===== src/rtl/ram_arb_pkg.sv =====
// Shared types and default widths for the RAM port arbiter.
package ram_arb_pkg;

  localparam int unsigned DEF_NUM_REQ    = 4;
  localparam int unsigned DEF_ADDR_WIDTH = 8;
  localparam int unsigned DEF_DATA_WIDTH = 32;
  localparam int unsigned ID_WIDTH       = 3;

  typedef enum logic [1:0] {
    IDLE = 2'd0,
    BUSY = 2'd1,
    RESP = 2'd2
  } state_e;

  typedef struct packed {
    logic                      wr_rd;
    logic [DEF_ADDR_WIDTH-1:0] addr;
    logic [DEF_DATA_WIDTH-1:0] din;
    logic [ID_WIDTH-1:0]       id;
  } cmd_t;

  // Requester index after id, wrapping at n.
  function automatic logic [ID_WIDTH-1:0] next_id(input logic [ID_WIDTH-1:0] id,
                                                  input int unsigned n);
    if (32'(id) + 32'd1 >= n) return '0;
    return id + ID_WIDTH'(1);
  endfunction

endpackage


===== src/rtl/rr_arbiter.sv =====
// Combinational round-robin pick: first set req bit at or after ptr, wrapping.
module rr_arbiter #(
  parameter  int unsigned NUM_REQ = 4,
  localparam int unsigned IDX_W   = $clog2(NUM_REQ)
) (
  input  logic [NUM_REQ-1:0] req,
  input  logic [IDX_W-1:0]   ptr,
  output logic [NUM_REQ-1:0] grant_c,
  output logic [IDX_W-1:0]   idx_c,
  output logic               any_c
);

  int              c;
  logic [IDX_W-1:0] ci;

  always_comb begin
    grant_c = '0;
    idx_c   = '0;
    any_c   = 1'b0;
    c       = 0;
    ci      = '0;
    for (int i = 0; i < int'(NUM_REQ); i++) begin
      c = int'(ptr) + i;
      if (c >= int'(NUM_REQ)) c = c - int'(NUM_REQ);
      ci = IDX_W'(c);
      if (!any_c && req[ci]) begin
        grant_c[ci] = 1'b1;
        idx_c       = ci;
        any_c       = 1'b1;
      end
    end
  end

endmodule


===== src/rtl/ram_port_arbiter.sv =====
// Round-robin arbiter sharing a single-port RAM between NUM_REQ requesters.
// Optional BUSY timeout enabled by defining RAM_ARB_TIMEOUT_EN.
module ram_port_arbiter
  import ram_arb_pkg::*;
#(
  parameter int unsigned NUM_REQ    = DEF_NUM_REQ,
  parameter int unsigned ADDR_WIDTH = DEF_ADDR_WIDTH,
  parameter int unsigned DATA_WIDTH = DEF_DATA_WIDTH
`ifdef RAM_ARB_TIMEOUT_EN
  ,
  parameter int unsigned TIMEOUT_CYCLES = 64
`endif
) (
  input  logic                          clk,
  input  logic                          rstn,
  input  logic [NUM_REQ-1:0]            req,
  input  logic [NUM_REQ-1:0]            req_wr_rd,
  input  logic [NUM_REQ*ADDR_WIDTH-1:0] req_addr,
  input  logic [NUM_REQ*DATA_WIDTH-1:0] req_din,
  output logic [NUM_REQ-1:0]            gnt,
  output logic [NUM_REQ-1:0]            done,
  output logic [DATA_WIDTH-1:0]         rsp_dout,
  output logic                          rsp_error,
  output logic                          ram_en,
  output logic                          ram_wr_rd,
  output logic [ADDR_WIDTH-1:0]         ram_addr,
  output logic [DATA_WIDTH-1:0]         ram_din,
  output logic                          ram_valid,
  input  logic [DATA_WIDTH-1:0]         ram_dout,
  input  logic                          ram_ready,
  input  logic                          ram_error
);

  localparam int unsigned IDX_W = $clog2(NUM_REQ);

  state_e                 state_q, state_n;
  cmd_t                   cmd_q, cmd_n;
  logic [IDX_W-1:0]       ptr_q, ptr_n;
  logic [NUM_REQ-1:0]     gnt_n, done_n;
  logic                   act_q, act_n;
  logic [DATA_WIDTH-1:0]  rsp_dout_n;
  logic                   rsp_error_n;

  logic [NUM_REQ-1:0]     pick_grant;
  logic [IDX_W-1:0]       pick_idx;
  logic                   pick_any;

`ifdef RAM_ARB_TIMEOUT_EN
  localparam int unsigned CNT_W = $clog2(TIMEOUT_CYCLES + 1);
  logic [CNT_W-1:0]       cnt_q, cnt_n;
`endif

  rr_arbiter #(.NUM_REQ(NUM_REQ)) u_rr (
    .req     (req),
    .ptr     (ptr_q),
    .grant_c (pick_grant),
    .idx_c   (pick_idx),
    .any_c   (pick_any)
  );

  // Latched command drives the RAM side directly; en/valid track BUSY.
  assign ram_en    = act_q;
  assign ram_valid = act_q;
  assign ram_wr_rd = cmd_q.wr_rd;
  assign ram_addr  = ADDR_WIDTH'(cmd_q.addr);
  assign ram_din   = DATA_WIDTH'(cmd_q.din);

  always_comb begin
    state_n     = state_q;
    cmd_n       = cmd_q;
    ptr_n       = ptr_q;
    gnt_n       = '0;
    done_n      = '0;
    act_n       = 1'b0;
    rsp_dout_n  = rsp_dout;
    rsp_error_n = rsp_error;
`ifdef RAM_ARB_TIMEOUT_EN
    cnt_n       = cnt_q;
`endif
    case (state_q)
      IDLE: begin
        if (pick_any) begin
          cmd_n.wr_rd = req_wr_rd[pick_idx];
          cmd_n.addr  = DEF_ADDR_WIDTH'(req_addr[int'(pick_idx)*ADDR_WIDTH +: ADDR_WIDTH]);
          cmd_n.din   = DEF_DATA_WIDTH'(req_din[int'(pick_idx)*DATA_WIDTH +: DATA_WIDTH]);
          cmd_n.id    = ID_WIDTH'(pick_idx);
          gnt_n       = pick_grant;
          act_n       = 1'b1;
          state_n     = BUSY;
`ifdef RAM_ARB_TIMEOUT_EN
          cnt_n       = '0;
`endif
        end
      end
      BUSY: begin
        act_n = 1'b1;
        if (ram_ready) begin
          rsp_dout_n  = cmd_q.wr_rd ? '0 : ram_dout;
          rsp_error_n = ram_error;
          done_n      = NUM_REQ'(1) << cmd_q.id;
          ptr_n       = IDX_W'(next_id(cmd_q.id, NUM_REQ));
          act_n       = 1'b0;
          state_n     = RESP;
        end
`ifdef RAM_ARB_TIMEOUT_EN
        // Give up after TIMEOUT_CYCLES BUSY cycles and report an error.
        else if (cnt_q == CNT_W'(TIMEOUT_CYCLES - 1)) begin
          rsp_dout_n  = '0;
          rsp_error_n = 1'b1;
          done_n      = NUM_REQ'(1) << cmd_q.id;
          ptr_n       = IDX_W'(next_id(cmd_q.id, NUM_REQ));
          act_n       = 1'b0;
          state_n     = RESP;
        end else begin
          cnt_n = cnt_q + CNT_W'(1);
        end
`endif
      end
      RESP: begin
        state_n = IDLE;
      end
      default: begin
        state_n = IDLE;
      end
    endcase
  end

  always_ff @(posedge clk) begin
    if (!rstn) begin
      state_q   <= IDLE;
      cmd_q     <= '0;
      ptr_q     <= '0;
      act_q     <= 1'b0;
      gnt       <= '0;
      done      <= '0;
      rsp_dout  <= '0;
      rsp_error <= 1'b0;
`ifdef RAM_ARB_TIMEOUT_EN
      cnt_q     <= '0;
`endif
    end else begin
      state_q   <= state_n;
      cmd_q     <= cmd_n;
      ptr_q     <= ptr_n;
      act_q     <= act_n;
      gnt       <= gnt_n;
      done      <= done_n;
      rsp_dout  <= rsp_dout_n;
      rsp_error <= rsp_error_n;
`ifdef RAM_ARB_TIMEOUT_EN
      cnt_q     <= cnt_n;
`endif
    end
  end

endmodule


===== config.mk =====
export PLATFORM = sky130hd
export DESIGN_NAME = ram_port_arbiter
export DESIGN_NICKNAME = d
export VERILOG_FILES = /design/src/rtl/ram_arb_pkg.sv /design/src/rtl/rr_arbiter.sv /design/src/rtl/ram_port_arbiter.sv
export SDC_FILE = /design/constraint.sdc
export NUM_CORES = 1
export LEC_CHECK = 0
export CORE_AREA = 2 2 121 123
export CTS_CLUSTER_DIAMETER = 60
export CTS_CLUSTER_SIZE = 12
export DETAILED_ROUTE_END_ITERATION = 6
export DIE_AREA = 0 0 123 125
export PLACE_DENSITY = 0.78
export SYNTH_ARGS = -nofsm -noshare
export SYNTH_HDL_FRONTEND = slang
export SYNTH_SLANG_ARGS = --single-unit

===== constraint.sdc =====
create_clock -name clk -period 3.3 [get_ports clk]
set_input_delay 0.33 -clock clk [delete_from_list [all_inputs] [get_ports clk]]
set_output_delay 0.33 -clock clk [all_outputs]
set_load 0.1 [all_outputs]

==> results of run 1 <==
synth_stat cells, types with 2 or more instances:
master     n  share of area
a221o_1   15          0.032
mux2_4    13          0.041
o221ai_1  12          0.022
buf_6      6          0.014
a22oi_1    4         0.0064
dfxtp_1   89           0.38
nor3_1     4         0.0043
a21oi_1   18          0.019
o21a_1     3         0.0048
a221oi_1  18          0.033
inv_1      5         0.0040
and3_1     2         0.0027
mux2_2     2         0.0048
nand3_1   15          0.016
buf_4     44          0.070
mux2i_1   57           0.12
ha_1       6          0.016
nor2_1    23          0.018
mux4_2     3          0.014
a22o_1    32          0.060
clkbuf_1  25          0.020
o21ai_0   30          0.032
nand2_1   17          0.014
and3b_1    2         0.0037
nor3b_1    3         0.0048
buf_2      5         0.0053
layout make-up:
class / count / area (µm²) / share of cell area
clock buffer: 9 / 225 / 0.0292
clock inverter: 7 / 77.6 / 0.0100
inverter: 6 / 22.5 / 0.00292
multi-input combinational: 299 / 2400 / 0.311
sequential: 89 / 1780 / 0.231
tap: 184 / 230 / 0.0298
timing repair buffer: 300 / 2980 / 0.386
per-layer routing:
| layer | vias up | share of wire |
|---|---|---|
| met5 | - | 0 |
| met1 | 2181 | 0.38 |
| met2 | 220 | 0.49 |
| met4 | 0 | 0.022 |
| li1 | 2202 | - |
| met3 | 30 | 0.11 |
worst max-delay path, delay by kind of cell (launching register included):
kind	cells	cell delay, ns
fa+ha+maj	1	0.43
compound gates	4	1.00
simple gates	2	1.14
flops	1	0.33
buf+inv	1	0.08
where the power goes:
part	switching, µW	internal (µW)	total, µW	leakage (µW)
Sequential	67.4	1190	1260	0.000730
Clock	439	592	1030	0.000135
Combinational	1210	657	1870	0.00208
kinds of logic after synthesis:
group,Yosys count,synth area share
AOI/OAI and AO/OA,141,0.228
DFF,89,0.379
buffers and inverters,86,0.115
and+or+nand+nor,77,0.0808
muxes,75,0.182
adders and majority gates,6,0.0159
per-stage QoR:
stage | power, µW | worst slack, ns | hold WS (ns) | std cells
6_report | 4160 | 0.264 | 0.468 | 894
5_1_grt | 4330 | 0.00943 | 0.501 | 894
4_1_cts | 4200 | 0.288 | 0.470 | 894
3_5_place_dp | 3150 | 0.150 | 0.454 | 878
3_3_place_gp | 3120 | 0.314 | 0.442 | 878
2_1_floorplan | 2690 | 0.233 | 0.434 | 474
sequential cells by signal, indices dropped and copies added, names as in the netlist:
register / flops
rsp_dout: 32
cmd_q: 2
ram_en: 1
ram_din: 32
ptr_q: 2
rsp_error: 1
gnt: 4
ram_wr_rd: 1
done: 4
state_q: 2
ram_addr: 8
path summary, 6_finish.rpt:
kind | start | endpoint | slack, ns | depth (start not counted)
worst max-delay path | ptr_q[0] | ram_din[11] | 0.26 | 8
worst min-delay path | ram_din[25] | ram_din[25] | 0.47 | 2
worst max register to register | ptr_q[0] | ram_din[11] | 0.26 | 8
worst min register to register | ram_din[25] | ram_din[25] | 0.47 | 2
==> results.tsv, run 1 <==
metric	value	unit
drt-total-wl	15600	µm
use_met2	0.347	
p_per_area	538	nW/µm²
cts_max_level	3	
syn2layout_area_growth	64.1	%
min_period_over_period	0.920	
worst-endpoint-required	3.58	ns
syn-instance-count	474	
grt_use_total	0.196	
rsz0062_at_grt	no	
synth_edf_count	0	
gr-usage-met1	0.211	
place_area	7420	µm²
cts.sinks	89	
drv_slew	0	
critPathMaxFanout	15	
fin_setup_tns	0	ns
grt_pass1_wl	23900	µm
cts-resized-gates	0	
final_cell_mix	clkdlybuf4s50_1 (287), dfxtp_1 (89), mux2i_1 (57)	
dieArea	15400	µm²
ys_seq_area_frac	0.379	
period_minus_slack	3.04	ns
grt_max_degree	33	
crit_arrival	3.32	ns
wl_per_cell	17.4	µm
postCtsHoldBufs	0	
first_global_vias	4760	
top_usage_layer	met2	
synthFlopType	dfxtp_1	
nNetsFinal	915	
max-clock-path-buffers	2	
syn_area	4710	µm²
critPathSlowestCell	nor2_1	
clkLatencyLatePin	0.34	ns
postRouteAntennaNets	0	
stdcell_area	7720	µm²
ys_async_sr_fraction	0	
hold_viol	0	
grt_use_met3	0.0780	
initial_core_util	0.331	
fin_util	0.544	
status	complete, no violations	
yosysUniqueCellTypes	47	
yosysWarnings	0	
rows	44	
cp-end-kind	flop	
gp_congestion	0.833	
io_buffers	287	
clk_pin_slew	0.07	ns
syn_nets	684	
die_h	125	µm
skew	0.00500	ns
cts_tree	built	
drive_gt1_frac	0.0803	
crit_path_start_kind	flop	
peakVddDrop	0.363	mV
drtPass1Iterations	5	
worst_pin_slew	1.15	ns
dpl.hpwl	12000	µm
worstSetupPathType	flop to flop	
die_x	123	µm
drt_iter0_drc	265	
max_cap_viol_count	0	
grt-ovfl-total	0	
crit_chain	inv_1 -> ha_1 -> and3b_1 -> o21ai_0 -> o31ai_2 -> o21a_1 -> nor2_1 -> a221o_1	
vias	4633	
n_antenna_cell	0	
relSlewSlack	0.230	
fillers	1242	
clock-root-buffer	clkbuf_16	
hold_class	flop to flop	
antenna_found_initial	0	
core	14200	µm²
pin_count	288	
final_common_cell	clkdlybuf4s50_1	
leakagePower	0.00295	µW
critPathMaxStageDelay	0.88	ns
via_per_inst	5.18	
post_cts.repair.setup_buffers	0	
finalSetupViolations	0	
cts_buffers	9	
clock.fmax	329	MHz
syn_avg_cell_area	9.93	µm²
drcViolationCount	0	
ys_ff_latch	89	
No activity file was read; power rests on OpenSTA's default activity.
==> run 2, diff against run 1 <==
--- a/config.mk
+++ b/config.mk
@@ -7,7 +7,6 @@
 export LEC_CHECK = 0
 export CORE_AREA = 2 2 121 123
 export CTS_CLUSTER_DIAMETER = 60
-export CTS_CLUSTER_SIZE = 12
 export DETAILED_ROUTE_END_ITERATION = 6
 export DIE_AREA = 0 0 123 125
 export PLACE_DENSITY = 0.78
==> constraint.sdc (replaced) <==
create_clock -name clk -period 2.7 [get_ports clk]
set_input_delay 0.27 -clock clk [delete_from_list [all_inputs] [get_ports clk]]
set_output_delay 0.27 -clock clk [all_outputs]
set_load 0.1 [all_outputs]
==> run 2 against run 1 <==
- critical path depth grew 1
- first-iteration DRC count shrank 23%
- sequential cell count is the same
- count of clock-buffer cells in the layout grew 1
- wire length grew 2.2%
- design area shrank 0.70%
- combinational power grew 24%
- sequential share of layout area grew 0.21 points
- die area is the same
- non-clock buffer count grew 13
- critical path type unchanged
- largest power group unchanged
==> results.tsv, run 2 (synthesis gave the netlist of run 1 again) <==
metric	value	unit	change
status	complete, no violations		
pin_count	288		unchanged
postCtsHoldBufs	0		unchanged
drtPass1Iterations	4		-1
grt_max_degree	34		+3.0%
max_cap_viol_count	0		unchanged
syn2layout_area_growth	62.9	%	
drt_iter0_drc	203		-23%
clock-root-buffer	clkbuf_16		
clkLatencyLatePin	0.34	ns	about the same
drive_gt1_frac	0.221		+0.141
p_per_area	672	nW/µm²	+25%
wl_per_cell	17.6	µm	+0.70%
die_x	123	µm	unchanged
min_period_over_period	0.933		+0.0131
switching_share	0.416		+0.00236
finalNonFillerCells	907		+1.5%
fillers	1227		-1.2%
worstSetupPathType	flop to flop		
dpl.hpwl	12300	µm	+2.8%
hold_viol	0		unchanged
crit_arrival	2.71	ns	-0.61 ns
drt-total-wl	15900	µm	+2.2%
hold_class	flop to flop		
place_area	7340	µm²	-1.1%
period_minus_slack	2.52	ns	-0.516 ns
cts_buffers	9		unchanged
cts_max_level	3		unchanged
dieArea	15400	µm²	unchanged
nNetsFinal	928		+1.4%
rsz0062_at_grt	no		
grt_use_total	0.194		-0.00224
peakVddDrop	0.420	mV	+16%
finalSetupViolations	0		unchanged
vias	4723		+1.9%
switchingPower	2140	µW	+25%
gp_congestion	0.859		+3.1%
dp_slack	-0.289	ns	-0.439 ns
finalWorstSetupSlack	0.181	ns	-0.0835 ns
rows	44		unchanged
die_h	125	µm	unchanged
r2r_cells	9		+1
leakagePower	0.00319	µW	+8.2%
power_frac_seq	0.299		-0.003
via_per_inst	5.21		+0.48%
postRouteAntennaNets	0		unchanged
antenna_found_initial	0		unchanged
max-clock-path-buffers	2		unchanged
first_global_vias	4759		-0.021%
clk_pin_slew	0.07	ns	about the same
worst-endpoint-required	2.89	ns	-0.69 ns
placed_cells	891		+1.5%
clock.fmax	397	MHz	+21%
initial_core_util	0.331		unchanged
cts_tree	built		
grt_pass1_wl	23500	µm	-1.6%
cts.sinks	89		unchanged
worst_pin_slew	1.13	ns	-0.0253 ns
grt-ovfl-total	0		unchanged
critPathMaxFanout	27		+12
drv_slew	0		unchanged
n_antenna_cell	0		unchanged
relSlewSlack	0.250		+0.0197
final_common_cell	clkdlybuf4s50_1		
skew	0.00848	ns	+0.00348 ns
cp-end-kind	flop		
io_buffers	287		unchanged
drcViolationCount	0		unchanged
comb_power_share	0.447		-0.003
core	14200	µm²	unchanged
final_cell_mix	clkdlybuf4s50_1 (203), buf_4 (107), dfxtp_1 (88)		
timing.hold.worst_path_depth	2		unchanged
stdcell_area	7670	µm²	-0.70%
power_frac_clock	0.254		+0.006
crit_path_start_kind	flop		
p_int	3010	µW	+24%
-- run 2: cell count changes in the layout (fill, tap and decap cells not counted), sizes merged --
cell / previous run / this run
inv: 7 / 8
clkbuf: 9 / 10
clkinvlp: 4 / 1
clkdlybuf4s50: 287 / 203
buf: 13 / 110
clkinv: 1 / 2
-- run 2: path summary, 6_finish.rpt --
kind,start,endpoint,slack [ns]
worst min-delay path,ram_din[20],ram_din[20],0.47
worst max register to register,ptr_q[0],ram_addr[0],0.18
worst max-delay path,ptr_q[0],ram_addr[0],0.18
worst min register to register,ram_din[20],ram_din[20],0.47
-- run 2: metal layers --
| metal | vias to the layer above | routed length [µm] | global-route usage |
|---|---|---|---|
| li1 | 2231 | - | - |
| met1 | 2215 | 6000 | 0.207 |
| met2 | 239 | 7980 | 0.351 |
| met3 | 38 | 1460 | 0.0520 |
| met4 | 0 | 485 | 0.0876 |
| met5 | - | 0 | 0 |
-- run 2: worst max-delay path, cell delays in order, from the launching register on --
cell,delay (ns)
dfxtp_4,0.35
buf_4,0.23
mux4_2,0.60
nor2b_4,0.16
o21ai_4,0.07
nand2_4,0.17
buf_12,0.17
buf_12,0.22
mux2i_2,0.27
a221oi_1,0.12
-- run 2: per-stage QoR --
step	hold slack, ns	power [µW]	utilization	setup TNS (ns)
5_1_grt	0.493	5370	0.540	0
6_report	0.466	5160	0.540	0
2_1_floorplan	0.396	3300	-	0
3_3_place_gp	0.447	3830	0.516	-2.59
4_1_cts	0.473	5190	0.539	0
3_5_place_dp	0.458	3870	0.516	-6.89
-- run 2: power groups by stage --
| stage | Clock [µW] | Combinational [µW] | Sequential (µW) |
|---|---|---|---|
| final | 1310 | 2310 | 1540 |
| after global routing | 1410 | 2400 | 1560 |
| after CTS | 1350 | 2310 | 1540 |
| after detailed placement | 0 | 2300 | 1570 |
| after global placement | 0 | 2260 | 1570 |
| after floorplan | 0 | 1520 | 1780 |
-- run 2: timing repair --
item | 4_1_cts | 5_1_grt
buffers inserted | 0 | 0
gates resized for setup | 3 | 3
setup endpoints to repair | 29 | 28
-- run 2: area by class of cell --
type | count | area [µm²] | area share
Timing Repair Buffer | 313 | 2900 | 0.378
Multi-Input combinational cell | 299 | 2420 | 0.316
Sequential cell | 89 | 1790 | 0.233
Clock buffer | 10 | 239 | 0.0312
Tap cell | 184 | 230 | 0.0300
Clock inverter | 6 | 72.6 | 0.00946
Inverter | 6 | 22.5 | 0.00294
